**src/rtl/pulse_cmd_gen_pkg.sv**
```systemverilog
// Shared types and constants for the start/stop pulse command generator.
package pulse_cmd_pkg;

    // Default number of consecutive stable cycles needed to accept a level change.
    localparam int unsigned DEBOUNCE_CYCLES_DEF = 4;

    // Width of the per-button stability counter.
    localparam int unsigned CNT_W = 8;

    // Command FSM states.
    typedef enum logic [0:0] {
        IDLE    = 1'b0,
        RUNNING = 1'b1
    } state_e;

endpackage

```
**src/rtl/pulse_cmd_gen_if.sv**
```systemverilog
// Button inputs and command outputs of the pulse command generator.
interface pulse_cmd_if;
    logic start_btn;
    logic stop_btn;
    logic start;
    logic stop;
    logic running;

    // Drives the buttons and observes the commands.
    modport master (
        output start_btn,
        output stop_btn,
        input  start,
        input  stop,
        input  running
    );

    // The generator itself: consumes buttons, produces commands.
    modport slave (
        input  start_btn,
        input  stop_btn,
        output start,
        output stop,
        output running
    );
endinterface

```
**src/rtl/pulse_cmd_gen_btn_debounce.sv**
```systemverilog
// One button: 2-flop synchronizer, stability-counter debounce and a
// registered one-cycle rise event on the accepted level.
module btn_debounce
    import pulse_cmd_pkg::*;
#(
    parameter int unsigned DEBOUNCE_CYCLES = DEBOUNCE_CYCLES_DEF
) (
    input  logic clk,
    input  logic reset,
    input  logic btn,
    output logic rise
);

    // Counter value on the last disagreeing cycle before the level is accepted.
    localparam logic [CNT_W-1:0] CNT_LAST = CNT_W'(DEBOUNCE_CYCLES - 1);

    logic             sync1_r;
    logic             sync2_r;
    logic [CNT_W-1:0] cnt_r;
    logic             level_r;
    logic             level_d_r;
    logic             rise_r;

    // Bring the asynchronous button level into the clock domain.
    always_ff @(posedge clk) begin
        if (reset) begin
            sync1_r <= 1'b0;
            sync2_r <= 1'b0;
        end else begin
            sync1_r <= btn;
            sync2_r <= sync1_r;
        end
    end

    // Accept a new level only after it has disagreed for DEBOUNCE_CYCLES cycles in a row.
    always_ff @(posedge clk) begin
        if (reset) begin
            cnt_r   <= {CNT_W{1'b0}};
            level_r <= 1'b0;
        end else if (sync2_r == level_r) begin
            cnt_r   <= {CNT_W{1'b0}};
        end else if (cnt_r == CNT_LAST) begin
            cnt_r   <= {CNT_W{1'b0}};
            level_r <= sync2_r;
        end else begin
            cnt_r   <= cnt_r + {{(CNT_W-1){1'b0}}, 1'b1};
        end
    end

    // Flag a low-to-high transition of the accepted level for one cycle.
    always_ff @(posedge clk) begin
        if (reset) begin
            level_d_r <= 1'b0;
            rise_r    <= 1'b0;
        end else begin
            level_d_r <= level_r;
            rise_r    <= level_r & ~level_d_r;
        end
    end

    assign rise = rise_r;

endmodule

```
**src/rtl/pulse_cmd_gen.sv**
```systemverilog
// Turns debounced start/stop button presses into single-cycle start/stop
// commands for a downstream pulse counter, tracking whether it is running.
module pulse_cmd_gen
    import pulse_cmd_pkg::*;
#(
    parameter int unsigned DEBOUNCE_CYCLES = DEBOUNCE_CYCLES_DEF
) (
    input  logic        clk,
    input  logic        reset,
    pulse_cmd_if.slave  bus
);

    logic   start_rise_s;
    logic   stop_rise_s;
    state_e state_r;
    state_e state_nx_s;
    logic   start_nx_s;
    logic   stop_nx_s;
    logic   start_r;
    logic   stop_r;
    logic   running_r;

    btn_debounce #(.DEBOUNCE_CYCLES(DEBOUNCE_CYCLES)) u_start_db (
        .clk   (clk),
        .reset (reset),
        .btn   (bus.start_btn),
        .rise  (start_rise_s)
    );

    btn_debounce #(.DEBOUNCE_CYCLES(DEBOUNCE_CYCLES)) u_stop_db (
        .clk   (clk),
        .reset (reset),
        .btn   (bus.stop_btn),
        .rise  (stop_rise_s)
    );

    // Next state and command pulses; a stop press always takes priority over start.
    always_comb begin
        state_nx_s = state_r;
        start_nx_s = 1'b0;
        stop_nx_s  = 1'b0;
        case (state_r)
            IDLE: begin
                if (start_rise_s && !stop_rise_s) begin
                    start_nx_s = 1'b1;
                    state_nx_s = RUNNING;
                end else begin
                    state_nx_s = IDLE;
                end
            end
            RUNNING: begin
                if (stop_rise_s) begin
                    stop_nx_s  = 1'b1;
                    state_nx_s = IDLE;
                end else begin
                    state_nx_s = RUNNING;
                end
            end
            default: begin
                state_nx_s = IDLE;
            end
        endcase
    end

    // State and registered outputs; running tracks the next state so it
    // changes in the same cycle as the start/stop pulse.
    always_ff @(posedge clk) begin
        if (reset) begin
            state_r   <= IDLE;
            start_r   <= 1'b0;
            stop_r    <= 1'b0;
            running_r <= 1'b0;
        end else begin
            state_r   <= state_nx_s;
            start_r   <= start_nx_s;
            stop_r    <= stop_nx_s;
            running_r <= (state_nx_s == RUNNING);
        end
    end

    assign bus.start   = start_r;
    assign bus.stop    = stop_r;
    assign bus.running = running_r;

endmodule

```
**src/flat_wrapper.sv**
```systemverilog
// flat-port wrapper written by rule: the top's interface ports become plain ports
module pulse_cmd_gen_flat import pulse_cmd_pkg::*;
#(
    parameter int unsigned DEBOUNCE_CYCLES = DEBOUNCE_CYCLES_DEF
)
  (clk, reset, bus_start_btn, bus_stop_btn, bus_start, bus_stop, bus_running);
  pulse_cmd_if bus_i ();
  input  logic clk;
  input  logic reset;
  input wire logic [$bits(bus_i.start_btn)-1:0] bus_start_btn;
  input wire logic [$bits(bus_i.stop_btn)-1:0] bus_stop_btn;
  output wire logic [$bits(bus_i.start)-1:0] bus_start;
  output wire logic [$bits(bus_i.stop)-1:0] bus_stop;
  output wire logic [$bits(bus_i.running)-1:0] bus_running;
  assign bus_i.start_btn = bus_start_btn;
  assign bus_i.stop_btn = bus_stop_btn;
  assign bus_start = bus_i.start;
  assign bus_stop = bus_i.stop;
  assign bus_running = bus_i.running;
  pulse_cmd_gen #(.DEBOUNCE_CYCLES(DEBOUNCE_CYCLES)) u_core (.clk(clk), .reset(reset), .bus(bus_i));
endmodule
```
**config.mk**
```make
export PLATFORM = sky130hd
export DESIGN_NAME = pulse_cmd_gen_flat
export DESIGN_NICKNAME = d
export VERILOG_FILES = /design/src/rtl/pulse_cmd_gen_pkg.sv /design/src/rtl/pulse_cmd_gen_if.sv /design/src/rtl/pulse_cmd_gen_btn_debounce.sv /design/src/rtl/pulse_cmd_gen.sv /design/src/flat_wrapper.sv
export SDC_FILE = /design/constraint.sdc
export NUM_CORES = 1
export LEC_CHECK = 0
export CAP_MARGIN = 20
export CORE_MARGIN = 3
export CORE_UTILIZATION = 50
export DETAILED_ROUTE_END_ITERATION = 16
export HOLD_SLACK_MARGIN = 0.15
export PLACE_DENSITY_LB_ADDON = 0.12
export SYNTH_ARGS = -nofsm -noshare
export SYNTH_HDL_FRONTEND = slang
export SYNTH_SLANG_ARGS = --single-unit
```
**constraint.sdc**
```tcl
create_clock -name clk -period 1.3 [get_ports clk]
set_input_delay 0.195 -clock clk [delete_from_list [all_inputs] [get_ports clk]]
set_output_delay 0.195 -clock clk [all_outputs]
set_load 0.01 [all_outputs]
```
==> summary.md <==
| Metric | Value |
|---|---|
| Routed Wire Length | 1830 µm |
| Iteration-0 DRC Markers | 9 |
| Vias per Instance | 5.22 |
| Num ports | 7 |
| Slew at the pin closest to its max-slew limit | 374 ps |
| Gp weighted congestion | 0.784 |
| Die X | 53.5 µm |
| Sink Count | 29 |
| DR WL/cell | 11.9 µm |
| Yosys reg bits | 29 |
| Worst-Skew Late Latency | 320 ps |
| Yosys warns | 0 |
| Layout area overhead | 22.0% |
| Slowest CP cell | dfxtp_1 |
| CP peak stage delay | 460 ps |
| DP Worst Slack | -25.3 ps |
| Antenna cells | 0 |
| Worst Setup End Kind | flip-flop |
| Initial antenna violation count | 0 |
| I/O Buffers | 6 |
| Worst R2R Start | u_core.u_stop_db.cnt_r[3]$_SDFF_PP0_ |
| DP Area | 1260 µm² |
| Global-route wire length before repair | 2990 µm |
| Status | complete, no violations |
| Maximum vdd ir drop | 1.08 mV |
| Wl on met1 | 823 µm |
| Die area | 2860 µm² |
| Post-DRT Antenna Nets | 0 |
| Max-cap violation count | 0 |
| Hold Buf Count CTS | 0 |
| Mean Syn Cell Area | 10.2 µm² |
| Syn_nets | 117 |
| Min setup slack post-route | 58.7 ps |
| Setup TNS | 0 ps |
| CP top delay family | simple AND/OR/NAND/NOR gates |
| CTS tree | done |
| Req. time, crit path | 1550 ps |
| H-tree levels | 2 |
| Sequential cell area fraction in the yosys report | 51.5% |
| Crit path launch | u_core.u_stop_db.cnt_r[3]$_SDFF_PP0_ |
| Worst-path cell chain | nand4_1 -> or3_1 -> a211oi_2 |
| Layout cell share with drive strength beyond 1 | 28.3% |
| Pwr Density | 1230 nW/µm² |
| Fin nets | 132 |
| CTS root buf | clkbuf_4 |
| Max Transition Viols Final | 0 |
| Tcrit/Tclk final | 95.5% |
| Number of placement rows | 16 |
| Via count | 804 |
| Critical hold path startpoint | u_core.u_start_db.level_d_r$_SDFF_PP0_ |
| Starting Density | 55.2% |
| Fin Clk Skew | 8.34 ps |
| Remaining DRCs | 0 |
| Vias in the first global route | 732 |
| Mapped Cells | 111 |
| WL met3 | 69 µm |
| Syn Std Cell Area | 1130 µm² |
| Hold Path Class | flip-flop to flip-flop |
| Tmin final | 1240 ps |
| CP max FO | 6 |
| Arrival @ worst endpoint | 1490 ps |
| Buf+Inv Stages, Crit Path | 0 |
| FMAX | 806 MHz |
| Gr ovfl total | 0 |
| CTS Buf Count | 5 |
| Reg clk slew, reported paths | 90 ps |
| WS Path Type | flip-flop to flip-flop |
| P_leak | 0.486 nW |
| Clock buffer depth | 2 |
| Crit start category | flip-flop |
| Drt first pass iters | 6 |
| Max-slew headroom | 75.1% |
| Die span in y | 53.5 µm |
| Pin count of the biggest net entering global routing | 12 |
| All-Layer GR Usage | 15.3% |
| Core box area | 2040 µm² |
| DP HPWL | 1350 µm |
| Fill cells | 170 |
| Post-route cell area | 1380 µm² |
| Fin. Hold Viols | 0 |
| DR WL met2 | 907 µm |
| # setup viols final | 0 |
| Total power | 0.00168 W |
| Synth unique cells | 24 |
| Max Used Layer | met4 |
-- repair_timing --
item	4_1_cts	5_1_grt
resized for setup	6	9
buffers inserted	0	0
pin swaps	0	0
endpoints found under the setup margin	13	15
-- power by group --
part           switching (W)  total (W)  internal (W)
combinational      0.0000130  0.0000297     0.0000168
sequential        0.00000457   0.000898      0.000894
clock               0.000297   0.000756      0.000459
total               0.000315    0.00168       0.00137
-- area by class of cell --
| cell class | count | area (µm²) | area share (%) |
|---|---|---|---|
| clock buffer | 7 | 55.1 | 4.00 |
| timing repair buffer | 13 | 109 | 7.92 |
| sequential | 29 | 589 | 42.9 |
| multi-input combinational | 77 | 558 | 40.6 |
| clock inverter | 1 | 30.0 | 2.18 |
| tap | 27 | 33.8 | 2.46 |
-- registers in the layout, indices dropped and copies added, names as in the netlist --
| name | cells |
|---|---|
| u_core.state_r | 1 |
| u_core.u_stop_db.sync2_r | 1 |
| u_core.u_start_db.rise | 1 |
| u_core.bus.stop | 1 |
| u_core.u_stop_db.level_r | 1 |
| u_core.bus.start | 1 |
| u_core.u_stop_db.rise | 1 |
| u_core.u_start_db.sync2_r | 1 |
| u_core.u_stop_db.cnt_r | 8 |
| u_core.u_start_db.sync1_r | 1 |
| u_core.u_start_db.level_r | 1 |
| u_core.u_stop_db.level_d_r | 1 |
| u_core.u_stop_db.sync1_r | 1 |
| u_core.u_start_db.cnt_r | 8 |
| u_core.u_start_db.level_d_r | 1 |
-- Yosys cell counts --
| library cell | instances | share of area, % |
|---|---|---|
| nand2_1 | 5 | 1.7 |
| nor4b_1 | 1 | 0.78 |
| and2_1 | 2 | 1.1 |
| nor3_1 | 7 | 3.1 |
| xnor2_1 | 2 | 1.6 |
| nor3b_1 | 4 | 2.7 |
| xor2_1 | 6 | 4.7 |
| nor4_2 | 2 | 2.2 |
| nand3_2 | 2 | 1.8 |
| clkbuf_1 | 3 | 1.0 |
| buf_2 | 2 | 0.89 |
| nand3_1 | 6 | 2.7 |
| o21ai_0 | 6 | 2.7 |
| nand2b_1 | 2 | 1.1 |
| dfxtp_1 | 29 | 51 |
| or3_1 | 6 | 3.3 |
| nor2_1 | 4 | 1.3 |
| a211oi_2 | 4 | 4.4 |
| ha_1 | 2 | 2.2 |
| a21bo_2 | 2 | 1.8 |
| nand4_1 | 2 | 1.1 |
| a211oi_1 | 1 | 0.67 |
| nor2b_1 | 8 | 4.4 |
| a21oi_1 | 3 | 1.3 |
-- cell usage in the layout, fill, tap and decap left out, drive strengths merged, types with 4 or more instances in the layout --
| cell | Yosys | routed |
|---|---|---|
| a211oi | 5 | 5 |
| nor2 | 4 | 4 |
| buf | 2 | 7 |
| dfxtp | 29 | 29 |
| nor3b | 4 | 4 |
| nand2 | 5 | 5 |
| nor3 | 7 | 7 |
| clkbuf | 3 | 7 |
| nor2b | 8 | 8 |
| nand3 | 8 | 8 |
| or3 | 6 | 6 |
| o21ai | 6 | 6 |
| xor2 | 6 | 6 |
-- path summary, 6_finish.rpt --
| check | endpoint | slack, ps | cells after the start |
|---|---|---|---|
| worst max-delay path | u_core.u_stop_db.cnt_r[7]$_SDFF_PP0_ | 60 | 3 |
| worst min-delay path | u_core.u_start_db.rise$_SDFF_PP0_ | 380 | 1 |
| worst max register to register | u_core.u_stop_db.cnt_r[7]$_SDFF_PP0_ | 60 | 3 |
| worst min register to register | u_core.u_start_db.rise$_SDFF_PP0_ | 380 | 1 |
-- metrics by stage --
stage | utilization (%) | std cells | hold slack (ps)
2_1_floorplan | - | 111 | 274
3_3_place_gp | 61.8 | 146 | 373
3_5_place_dp | 61.8 | 146 | 375
4_1_cts | 66.0 | 154 | 387
5_1_grt | 67.3 | 154 | 405
6_report | 67.3 | 154 | 383
-- worst reg2reg max path, delay by kind of cell (launching register included) --
| family | cells | cell delay [ps] |
|---|---|---|
| flip-flops | 1 | 460 |
| AND/OR/NAND/NOR | 2 | 500 |
| AO/OA/AOI/OAI | 1 | 210 |
-- per-layer routing --
| layer | up-vias | GRT usage (%) |
|---|---|---|
| li1 | 422 | - |
| met1 | 366 | 16.3 |
| met2 | 11 | 24.7 |
| met3 | 5 | 5.92 |
| met4 | 0 | 10.2 |
| met5 | - | 0 |
-- logic make-up (layout without fill, tap and decap cells) --
family	count (synthesis)	after routing	share of synthesized area (%)
AOI/OAI and AO/OA	16	16	10.9
xor gates and xnor gates	8	8	6.22
adders and majority gates	2	2	2.22
buffers and inverters	5	21	1.89
DFF	29	29	51.5
and+or+nand+nor	51	51	27.3
No activity file was read; power rests on OpenSTA's default activity.
==> patch: new RTL, same flow settings <==
Make the reset (`reset`) asynchronous in 4 clocked blocks.
--- a/src/rtl/pulse_cmd_gen_btn_debounce.sv
+++ b/src/rtl/pulse_cmd_gen_btn_debounce.sv
@@ -22,7 +22,7 @@
     logic             rise_r;
 
     // Bring the asynchronous button level into the clock domain.
-    always_ff @(posedge clk) begin
+    always_ff @(posedge clk or posedge reset) begin
         if (reset) begin
             sync1_r <= 1'b0;
             sync2_r <= 1'b0;
@@ -33,7 +33,7 @@
     end
 
     // Accept a new level only after it has disagreed for DEBOUNCE_CYCLES cycles in a row.
-    always_ff @(posedge clk) begin
+    always_ff @(posedge clk or posedge reset) begin
         if (reset) begin
             cnt_r   <= {CNT_W{1'b0}};
             level_r <= 1'b0;
@@ -48,7 +48,7 @@
     end
 
     // Flag a low-to-high transition of the accepted level for one cycle.
-    always_ff @(posedge clk) begin
+    always_ff @(posedge clk or posedge reset) begin
         if (reset) begin
             level_d_r <= 1'b0;
             rise_r    <= 1'b0;
--- a/src/rtl/pulse_cmd_gen.sv
+++ b/src/rtl/pulse_cmd_gen.sv
@@ -64,7 +64,7 @@
 
     // State and registered outputs; running tracks the next state so it
     // changes in the same cycle as the start/stop pulse.
-    always_ff @(posedge clk) begin
+    always_ff @(posedge clk or posedge reset) begin
         if (reset) begin
             state_r   <= IDLE;
             start_r   <= 1'b0;
Check against the original RTL: differs if reset is asserted again (counterexample within 10 cycles, from zero or initial values and one cycle with reset high); with reset held inactive, the same outputs for 10 cycles.
==> patch against the original RTL <==
The flow now finishes with violations (negative setup slack); area after synthesis rose by 6.0%; die area grew 5.3%; sequential cell count is the same; cell area up 15%; routed wire length grew 18%; hold slack lost 0.072 ns; setup slack got worse by 0.081 ns.
Power is not compared: it rests on default switching activity, and its combinational part moved more than twofold at a synthesized area within 25%.
==> patch: results (changes against the original RTL) <==
outcome=complete, but fails checks; failing checks=negative setup slack; total vias in the final route=837 (+4.1%); capturing point of the worst reg2reg path=u_core.u_stop_db.level_r$_DFFE_PP0P_; placed cell areas=1350 µm² (+6.7%); TritonCTS buffer count=5 (unchanged); buffer share of cell area=0.133 (+0.0541); sequential area share after synthesis=0.607 (+0.0923); met3 wire len=97 µm (+41%); Metal-1 WL=972 µm (+18%); setup TNS=-0.0470 ns (-0.0470 ns); hold_sp=bus_stop_btn; clk tree area frac=0.0539 (-0.00795); syn_nets=110 (-6.0%); fraction of area in multi-input gates=0.318 (-0.0878); placed cells=142 (-2.7%); final wirelength=2.16 mm (+18%); fillers=155 (-8.8%); Yosys top cell area share=0.607 (+0.0923); Worst Hold Depth=1 (unchanged); GR met2 Demand/Resource=0.234 (-0.0127); Sequential Area=727 µm² (+23%); setup violators final=3 (+3); clk_skew=0.00470 ns (-0.00364 ns); Non-clk bufs=24 (+11); actual slew at the worst max-slew pin=0.258 ns (-0.115 ns); Final Wtd Congestion=0.774 (-1.4%); multi-input combinational cell count=68 (-12%); vias per cell=5.17 (-1.0%); top post-synthesis cells by area=dfrtp_1 61%, ha_1 4.2%, nor2_1 3.8%; Min-Delay Endpoint=u_core.u_stop_db.sync1_r$_DFF_PP0_; pre-CTS WS=-0.0747 ns (-0.0494 ns); crit path from=u_core.u_stop_db.cnt_r[1]$_DFF_PP0_; Mapped Area=1190 µm² (+6.0%); Commonest cells post-synth=29 x dfrtp_1, 12 x nor2_1, 8 x nand3_1, 6 x o21ai_0, 6 x or3_1; share of cells above drive strength 1=0.291 (+0.00758); Crit path largest cell delay=0.39 ns (-0.07 ns); met2 WL post-DR=1.01 mm (+11%); WP data arrival=1.53 ns (+0.04 ns); worst reg2reg path depth=4 (+1); wire length of the first global-routing pass=3.14 mm (+4.8%); largest net degree at the start of global routing=25 (+13); hold slack=0.311 ns (-0.0722 ns); Inverters=5 (+5); post-route core utilization=0.706 (+0.0330); number of global-route vias before repair=746 (+1.9%); Top Family by Delay on Critical Path=flip-flops; drt first pass iters=4 (-2); Setup Fix Bufs, Post-CTS=8 (+8); count of different cell masters after synthesis=20 (-17%); M3 GR Usage=0.0572 (-0.00193); asr flop ratio synth=1.00 (+1.00); global-route usage over all layers=0.159 (+0.00627); Syn Area/Cell=11.7 µm² (+15%); HPWL after DPL=1.34 mm (-1.3%); Hold Crit Class=in2reg; PnR worst setup slack=-0.0227 ns (-0.0814 ns); GRT met1 Usage=0.197 (+0.0342); hold_buf cts=1 (+1); DR iter-0 viols=14 (+5)
-- patch: cell types whose count changed in the layout (fill, tap and decap cells not counted), moves of 4 or more --
cell / before / now
a211oi_2: 5 / 0
buf_4: 7 / 15
dfrtp_1: 0 / 28
dfxtp_1: 24 / 0
dfxtp_2: 4 / 0
inv_1: 0 / 5
nor2_1: 4 / 12
nor2b_1: 8 / 2
nor3_1: 7 / 2
-- patch: report_power, final --
| part | switching, mW | internal [mW] | total [mW] |
|---|---|---|---|
| sequential | 0.153 | 1.11 | 1.26 |
| clock | 0.300 | 0.459 | 0.759 |
| combinational | 0.386 | 0.464 | 0.851 |
| total | 0.839 | 2.03 | 2.87 |
-- patch: logic make-up (layout without fill, tap and decap cells) --
kind of cell,Yosys count,after routing,synth area share
AOI/OAI and AO/OA,14,14,0.0660
muxes,2,2,0.0188
adders and majority gates,4,4,0.0419
buffers and inverters,5,37,0.0157
DFF,29,29,0.607
xor gates and xnor gates,8,8,0.0586
and+or+nand+nor,40,40,0.192
